[config.mk]
export PLATFORM = sky130hd
export DESIGN_NAME = rvv_vd_collector
export DESIGN_NICKNAME = d
export VERILOG_FILES = /design/src/rtl/rvv_vd_collector.sv
export SDC_FILE = /design/constraint.sdc
export NUM_CORES = 1
export LEC_CHECK = 0
export CORE_MARGIN = 2
export CORE_UTILIZATION = 23
export DETAILED_ROUTE_END_ITERATION = 8
export DONT_BUFFER_PORTS = 1
export GPL_TIMING_DRIVEN = 0
export HOLD_SLACK_MARGIN = 0.08
export SYNTH_ARGS = -nofsm -noshare
export SYNTH_HDL_FRONTEND = slang
export SYNTH_SLANG_ARGS = --single-unit
[constraint.sdc]
create_clock -name clk -period 2.4 [get_ports clk]
set_input_delay 0.12 -clock clk [delete_from_list [all_inputs] [get_ports clk]]
set_output_delay 0.12 -clock clk [all_outputs]
set_load 0.02 [all_outputs]
[src/rtl/rvv_vd_collector.sv]
// Write-back collector: assembles lane result chunks into a VLEN-wide destination
// image and issues a single byte-enabled write-back once all bytes below vl are present.
module rvv_vd_collector #(
   parameter int unsigned VLEN       = 128,
   parameter int unsigned LANE_WIDTH = 3,
   parameter int unsigned VLENB_W    = $clog2(VLEN/8) + 1
) (
   input  logic               clk,
   input  logic               resetn,
   input  logic               start,
   input  logic [VLENB_W-1:0] vl_bytes,
   input  logic [4:0]         vd_addr_in,
   input  logic               abort,
   input  logic               chunk_valid,
   output logic               chunk_ready,
   input  logic [63:0]        chunk_data,
   input  logic [9:0]         chunk_index,
   output logic               wb_valid,
   input  logic               wb_ready,
   output logic [4:0]         wb_addr,
   output logic [VLEN-1:0]    wb_data,
   output logic [VLEN/8-1:0]  wb_be,
   output logic               busy,
   output logic               done,
   output logic               err
);

   localparam int unsigned VLENB       = VLEN / 8;
   localparam int unsigned CHUNK_BYTES = 1 << (LANE_WIDTH - 3);
   localparam int unsigned BIDX_W      = (VLENB_W > 8) ? VLENB_W : 8;

   localparam logic [1:0] S_IDLE    = 2'd0;
   localparam logic [1:0] S_COLLECT = 2'd1;
   localparam logic [1:0] S_WRITE   = 2'd2;

   logic [1:0]         state_q, state_d;
   logic [VLENB_W-1:0] vl_q, vl_d;
   logic [4:0]         addr_q, addr_d;
   logic [VLEN-1:0]    buf_q, buf_d;
   logic [VLENB-1:0]   mask_q, mask_d;
   logic [VLENB-1:0]   need;
   logic               err_q, err_d;
   logic               done_q, done_d;
   logic               chunk_ready_q;
   logic               wb_valid_q;
   logic               busy_q;
   logic [BIDX_W-1:0]  idx;

   // Low index bits and unused upper data lanes are architecturally ignored.
   logic unused_bits;
   assign unused_bits = ^{chunk_index[2:0], chunk_data};

   // Bytes that must be present before the image is complete.
   always_comb begin
      need = '0;
      for (int i = 0; i < int'(VLENB); i++) begin
         need[i] = (VLENB_W'(i) < vl_q);
      end
   end

   // Next-state, datapath and registered-output next values.
   always_comb begin
      state_d = state_q;
      vl_d    = vl_q;
      addr_d  = addr_q;
      buf_d   = buf_q;
      mask_d  = mask_q;
      err_d   = err_q;
      done_d  = 1'b0;
      idx     = '0;
      case (state_q)
         S_IDLE: begin
            if (start) begin
               err_d = 1'b0;
               if (vl_bytes != '0) begin
                  vl_d    = vl_bytes;
                  addr_d  = vd_addr_in;
                  buf_d   = '0;
                  mask_d  = '0;
                  state_d = S_COLLECT;
               end else begin
                  done_d = 1'b1;
               end
            end
         end
         S_COLLECT: begin
            if (abort) begin
               mask_d  = '0;
               state_d = S_IDLE;
            end else if (chunk_valid) begin
               for (int k = 0; k < int'(CHUNK_BYTES); k++) begin
                  idx = BIDX_W'(chunk_index[9:3]) + BIDX_W'(k);
                  if (idx < BIDX_W'(vl_q)) begin
                     for (int j = 0; j < int'(VLENB); j++) begin
                        if (idx == BIDX_W'(j)) begin
                           buf_d[j*8 +: 8] = chunk_data[k*8 +: 8];
                           mask_d[j]       = 1'b1;
                        end
                     end
                  end else begin
                     err_d = 1'b1;
                  end
               end
               if ((mask_d & need) == need) begin
                  state_d = S_WRITE;
               end
            end
         end
         S_WRITE: begin
            if (abort) begin
               mask_d  = '0;
               state_d = S_IDLE;
            end else if (wb_ready) begin
               done_d  = 1'b1;
               state_d = S_IDLE;
            end
         end
         default: begin
            state_d = S_IDLE;
         end
      endcase
   end

   always_ff @(posedge clk) begin
      if (!resetn) begin
         state_q       <= S_IDLE;
         vl_q          <= '0;
         addr_q        <= '0;
         buf_q         <= '0;
         mask_q        <= '0;
         err_q         <= 1'b0;
         done_q        <= 1'b0;
         chunk_ready_q <= 1'b0;
         wb_valid_q    <= 1'b0;
         busy_q        <= 1'b0;
      end else begin
         state_q       <= state_d;
         vl_q          <= vl_d;
         addr_q        <= addr_d;
         buf_q         <= buf_d;
         mask_q        <= mask_d;
         err_q         <= err_d;
         done_q        <= done_d;
         chunk_ready_q <= (state_d == S_COLLECT);
         wb_valid_q    <= (state_d == S_WRITE);
         busy_q        <= (state_d != S_IDLE);
      end
   end

   assign chunk_ready = chunk_ready_q;
   assign wb_valid    = wb_valid_q;
   assign wb_addr     = addr_q;
   assign wb_data     = buf_q;
   assign wb_be       = mask_q;
   assign busy        = busy_q;
   assign done        = done_q;
   assign err         = err_q;

endmodule

==> flow_summary.toml, run 1 <==
[outcome]
status = "completed"

[hold_path]
hold_path_class = "in -> reg"
min_from = "resetn"
holdPathStages = 2

[logic_synthesis]
synth_nets = 778
ys_types = 45
synth_fa_ha_area_share_pct = 0.731
synthMuxAreaShare_pct = 19.4
synth_warnings = 0
synthesis.instances = 684
synth-seq-area-share_pct = 47.1
synth_top_family_by_area = "simple AND/OR/NAND/NOR gates"
synth-compound-area-share_pct = 8.28
synth_xor_area_share_pct = 0
synth_seq_cells = 161
syn_area_per_cell_um2 = 10.0
synthSimpleGateAreaFrac_pct = 21.8
synth_area_um2 = 6850

[layout]
utilization_pct = 29.5
drive_above_1_share_pct = 16.3
nFillCells = 3086
n_antenna_cell = 0
layout_common_cells = "157 x dfxtp_1, 145 x nor2b_1, 130 x mux2i_1, 27 x nand2_1, 26 x o21ai_0"
area_growth_pct = 26.8
stdcell_area_um2 = 8680
finalNetCount = 834
layout_commonest_cell = "dfxtp_1"

[drt]
route.met3.wl_um = 2310
drt_pass1_iterations = 5
antenna_left = 0
drc = 0
avgViaCountPerCell = 4.45
drt_wl_total_um = 23000
top_layer_used = "met4"
detail_route.wl_per_cell_um = 20.1
wl_met2_um = 10900
wl_met1_um = 9470
via_count = 5088
drtIter0Drc = 306

[timing]
holdWs_ps = 115
fmax_mhz = 420
rsz0062_at_grt = "yes"
period_share_pct = 99.2
slew_viol_final = 0
final.setup_skew_ps = 12.5
setup_violations = 0
finalHoldViolCount = 0
max_slew_margin_pct = 51.4
worstMarginPinSlew_ps = 729
finalCriticalPeriod_ps = 2380

[clock_network]
htreeDepth = 4
cts_root_buf = "clkbuf_16"
cts_made_buffers = 17
clk_pin_slew_ps = 70
cts_tree = "built"
cts.sinks = 161
cts_buffer_depth = 2
clk_latency_ps = 440

[run]
maxCapViolations = 0

[setup_path]
slowest_stage = "a2111o_1"
r2r_cells = 11
critical_path.endpoint_type = "flip-flop"
crit_chain = "inv_4 > ha_4 > a2111o_1 > buf_8 > buf_6 > o31ai_4 > buf_12 > buf_16 > nand2_8 > mux2i_1 > nor2b_1"
cp_max_fo = 8
critical_path_arrival_ps = 2700
crit_type = "reg -> reg"
cp_top_family = "buffers and inverters"
max_stage_delay_ps = 430
critPathRequiredTime_ps = 2720
r2r_slack_ps = 20
crit_cells = 11
cp-start-kind = "flip-flop"
crit_buf_inv = 5
r2r_start = "vl_q[4]$_SDFFE_PN0P_"
startpoint = "vl_q[4]$_SDFFE_PN0P_"

[placement]
dp_hpwl_um = 16200
port_buffers = 0
post_dp_cell_area_um2 = 7350
gp_congestion = 0.873

[floorplanning]
start_util_pct = 23.2
rows = 63
die_w_um = 177
ios = 244
die_h_um = 177
die_area_um2 = 31200
core_area_um2 = 29500

[global_route]
antenna_found_initial = 0
grt_overflow = 0
grt_max_degree = 17
grt_pass1_wl_um = 33200
grt_pass1_vias = 5043
grtUsageTotal_pct = 14.6

[pwr]
p_leak_uw = 0.00348
peakVddDrop_uv = 449
cellPowerDensity_nw_per_um2 = 727
repair_timing:
item	in CTS	in global routing
hold endpoints to repair	47	0
setup buffers	14	11
resized for setup	54	30
pin swaps	13	18
setup endpoints to repair	133	132
hold buffers	16	0
gates cloned	1	0
logic make-up after synthesis:
logic type               Yosys count
AND/OR/NAND/NOR                  252
flip-flops                       161
multiplexers                     133
AO/OA/AOI/OAI                     87
buffers and inverters             47
adder cells (fa/ha/maj)            4
registers in the layout, indices dropped and copies added (netlist names):
register     flops
vl_q             5
wb_be           16
wb_data        128
busy             1
state_q          2
err              1
chunk_ready      1
wb_valid         1
done             1
wb_addr          5
routing by layer:
layer	vias to the layer above	track usage [%]
li1	2450	-
met3	25	6.50
met4	0	4.79
met2	201	24.1
met1	2412	17.0
met5	-	0
synth_stat cells:
cell / number / area share [%]
o21ai_2: 1 / 0.13
and3_1: 1 / 0.091
a32oi_1: 3 / 0.38
or2_2: 3 / 0.27
nand3b_1: 2 / 0.22
a2111oi_0: 1 / 0.13
a221oi_1: 4 / 0.51
nor3_1: 9 / 0.66
nor4_1: 2 / 0.18
a22oi_1: 4 / 0.44
o31ai_4: 1 / 0.31
a211o_1: 1 / 0.13
o21ai_0: 26 / 1.9
a22o_1: 1 / 0.13
o41ai_1: 1 / 0.13
ha_1: 4 / 0.73
nand4_1: 2 / 0.18
nand3_1: 4 / 0.29
clkbuf_1: 38 / 2.1
nand2_1: 29 / 1.6
a2111o_1: 1 / 0.16
nor2b_1: 145 / 13
nand2b_1: 3 / 0.27
a21o_1: 4 / 0.44
o221ai_1: 1 / 0.13
o21ai_1: 2 / 0.15
buf_6: 1 / 0.16
and2_1: 12 / 1.1
a221o_1: 1 / 0.15
and3b_1: 1 / 0.13
o22ai_1: 2 / 0.18
buf_2: 1 / 0.073
a21oi_1: 21 / 1.5
dfxtp_1: 161 / 47
a2bb2oi_1: 1 / 0.13
mux2i_1: 133 / 19
inv_1: 7 / 0.38
nor2_1: 22 / 1.2
and2b_1: 1 / 0.11
a21oi_2: 1 / 0.13
nand2_4: 10 / 1.6
nand2_2: 6 / 0.55
a211oi_1: 4 / 0.44
o21a_1: 2 / 0.22
a21boi_0: 4 / 0.44
worst paths after layout:
kind,to
max,wb_data[44]$_SDFFE_PN0P_
min,vl_q[2]$_SDFFE_PN0P_
max reg2reg,wb_data[44]$_SDFFE_PN0P_
min reg2reg,vl_q[1]$_SDFFE_PN0P_
where the power goes:
group          switching (uW)  internal, uW  total [uW]  leakage [uW]
logic                     462           348         810       0.00191
clock network            1220          1400        2620      0.000270
registers                 140          2740        2880       0.00131
total                    1830          4490        6310       0.00348
final cells by class:
class	count	area, um^2	area share (%)
Clock buffer	19	453	5.22
Tap cell	390	488	5.62
Sequential cell	161	3240	37.3
Buffer	35	191	2.20
Inverter	7	32.5	0.375
Timing Repair Buffer	42	403	4.64
Multi-Input combinational cell	476	3770	43.5
Clock inverter	13	104	1.20
through the flow:
step,std cells,setup WS [ps],TNS (ps),power [uW]
6_report,1143,20.0,0,6310
5_1_grt,1143,-91.4,-3890,6560
4_1_cts,1134,0.868,0,6360
3_5_place_dp,1074,-520,-45280,3600
3_3_place_gp,1074,-508,-41670,3600
2_1_floorplan,684,56.9,0,3410
worst reg2reg max path, stage by stage, from the launching register on:
cell and delay [ps]:
dfxtp_4 370, inv_4 50, ha_4 210, a2111o_1 430, buf_8 160, buf_6 130, o31ai_4 200, buf_12 180
buf_16 170, nand2_8 110, mux2i_1 200, nor2b_1 60
(Power assumes the default switching activity.)
==> run 2, diff against run 1 <==
--- a/config.mk
+++ b/config.mk
@@ -6,11 +6,12 @@
 export NUM_CORES = 1
 export LEC_CHECK = 0
 export CORE_MARGIN = 2
-export CORE_UTILIZATION = 23
+export CORE_UTILIZATION = 60
 export DETAILED_ROUTE_END_ITERATION = 8
 export DONT_BUFFER_PORTS = 1
 export GPL_TIMING_DRIVEN = 0
 export HOLD_SLACK_MARGIN = 0.08
+export PLACE_DENSITY = 0.76
 export SYNTH_ARGS = -nofsm -noshare
 export SYNTH_HDL_FRONTEND = slang
 export SYNTH_SLANG_ARGS = --single-unit
==> constraint.sdc (replaced) <==
create_clock -name clk -period 2.81 [get_ports clk]
set_input_delay 0.1405 -clock clk [delete_from_list [all_inputs] [get_ports clk]]
set_output_delay 0.1405 -clock clk [all_outputs]
set_load 0.02 [all_outputs]
==> run 2 against run 1 <==
Compared with the run above:
- critical path depth decreased by 2
- largest cell class unchanged
- via count decreased by 0.16%
- cell area decreased by 8.9%
- flip-flop and latch count unchanged
- core utilization increased by 41 points
- clock skew decreased by 7.3 ps
- largest power group unchanged
- global-route usage increased by 15 points
- die area decreased by 61%
- count of clock-buffer cells in the layout increased by 4
- final cell count decreased by 23%
- combinational power decreased by 30%
==> flow_summary.toml, run 2 (synthesis results as in run 1) <==
[outcome]
status = "completed"

[timing]
finalCriticalPeriod_ps = 2700
worstMarginPinSlew_ps = 631
max_slew_margin_pct = 57.9
setup_violations = 0
finalHoldViolCount = 0
holdWs_ps = 96.1
final.setup_skew_ps = 5.21
slew_viol_final = 0
fmax_mhz = 371
period_share_pct = 95.9
finalWorstSetupSlack_ps = 115

[pwr]
peakVddDrop_uv = 505
p_leak_uw = 0.00331
cellPowerDensity_nw_per_um2 = 664

[clock_network]
cts_made_buffers = 17
clk_pin_slew_ps = 60
htreeDepth = 4
clk_latency_ps = 420
cts.sinks = 161
cts_root_buf = "clkbuf_16"
cts_tree = "built"
cts_buffer_depth = 2

[setup_path]
crit_type = "reg -> reg"
cp-start-kind = "flip-flop"
r2r_slack_ps = 110
r2r_cells = 9
regToRegEndpoint = "chunk_ready$_SDFF_PN0_"
critical_path_arrival_ps = 3000
r2r_start = "vl_q[4]$_SDFFE_PN0P_"
startpoint = "vl_q[4]$_SDFFE_PN0P_"
critPathRequiredTime_ps = 3120
cp_max_fo = 10
critical_path.endpoint_type = "flip-flop"

[drt]
detail_route.wl_per_cell_um = 20.8
via_count = 5080
route.met3.wl_um = 1910
antenna_left = 0
drtIter0Drc = 442
drt_pass1_iterations = 7
avgViaCountPerCell = 5.78
top_layer_used = "met4"
wl_met1_um = 7250
drt_wl_total_um = 18300
drc = 0
wl_met2_um = 8880

[placement]
port_buffers = 0
post_dp_cell_area_um2 = 7020
dp_cells = 827
pre_cts_ws_ps = -539
dp_hpwl_um = 12900
gp_congestion = 0.952

[global_route]
grtUsageTotal_pct = 29.3
grt_pass1_vias = 5155
antenna_found_initial = 0
grt_max_degree = 17
grt_overflow = 0
grt_pass1_wl_um = 28200

[layout]
stdcell_area_um2 = 7910
area_growth_pct = 15.5
nFillCells = 886
utilization_pct = 70.2
n_antenna_cell = 0
layout_commonest_cell = "dfxtp_1"
largest_reg_flops = 128
layout_common_cells = "157 x dfxtp_1, 145 x nor2b_1, 133 x mux2i_1, 42 x clkbuf_1, 29 x nand2_1"
finalNetCount = 817
drive_above_1_share_pct = 9.38
seq_area_um2 = 3230
multi_input_comb_area_um2 = 3540
finalNonFillerCells = 879

[floorplanning]
die_w_um = 111
rows = 39
core_area_um2 = 11300
die_area_um2 = 12300
die_h_um = 111
start_util_pct = 60.7
ios = 244

[run]
maxCapViolations = 0

[hold_path]
holdPathStages = 2
min_from = "resetn"
hold_path_end = "wb_data[18]$_SDFFE_PN0P_"
hold_path_class = "in -> reg"
[run 2: cell count changes in the layout (fill, tap and decap cells not counted), moves of 3 or more]
cell	change
mux2i_1	+3
clkbuf_2	-7
a221oi_2	-3
nand2_4	+9
nand2_8	-11
buf_4	-17
buf_6	-3
a221oi_1	+4
mux2i_2	-3
clkbuf_1	+19
[run 2: worst max path at each step]
stage | endpoint | slack [ps] | cells after the start
global route | chunk_ready$_SDFF_PN0_ | -40 | 9
detailed placement | chunk_ready$_SDFF_PN0_ | -540 | 10
CTS | chunk_ready$_SDFF_PN0_ | 20 | 10
finish | chunk_ready$_SDFF_PN0_ | 110 | 9
global placement | chunk_ready$_SDFF_PN0_ | -470 | 10
floorplan | wb_data[48]$_SDFFE_PN0P_ | 360 | 11
[run 2: layer usage]
metal | track usage, % | up-vias
met1 | 34.5 | 2400
met5 | 0 | -
met4 | 8.83 | 0
li1 | - | 2419
met3 | 11.2 | 23
met2 | 49.7 | 238
[run 2: worst max-delay path, stage by stage (launching register included)]
cell,delay (ps)
dfxtp_4,390
inv_1,100
ha_1,300
a2111o_1,380
clkbuf_4,240
a2111oi_2,470
a211oi_1,90
a21oi_1,240
nand3_1,150
o21a_1,240
[run 2: report_power, final]
group | total (uW) | leakage [uW] | internal, uW | switching, uW
registers | 2470 | 0.00131 | 2340 | 122
logic | 568 | 0.00174 | 238 | 330
clock network | 2220 | 0.000272 | 1330 | 889
[run 2: area by class of cell]
type,instances,area share (%)
multi-input cells,476,44.7
flip-flops and latches,161,40.9
clock buffers,23,5.79
repair buffers,21,2.69
well taps,143,2.26
plain buffers,39,1.99
clock inverters,9,1.36
inverters,7,0.332
[run 2: what timing repair did]
item / in CTS / in global routing
buffers inserted: 2 / 2
pin swaps: 2 / 3
endpoints found under the setup margin: 87 / 132
gates cloned: 0 / 0
endpoints found under the hold margin: 25 / 0
resized for setup: 9 / 17
hold buffers: 17 / 0
[run 2: stage by stage]
step           total power (uW)  setup TNS, ps
3_3_place_gp               3020          -1660
6_report                   5250              0
3_5_place_dp               3040          -8460
4_1_cts                    5270              0
5_1_grt                    5420          -62.4
2_1_floorplan              2910              0
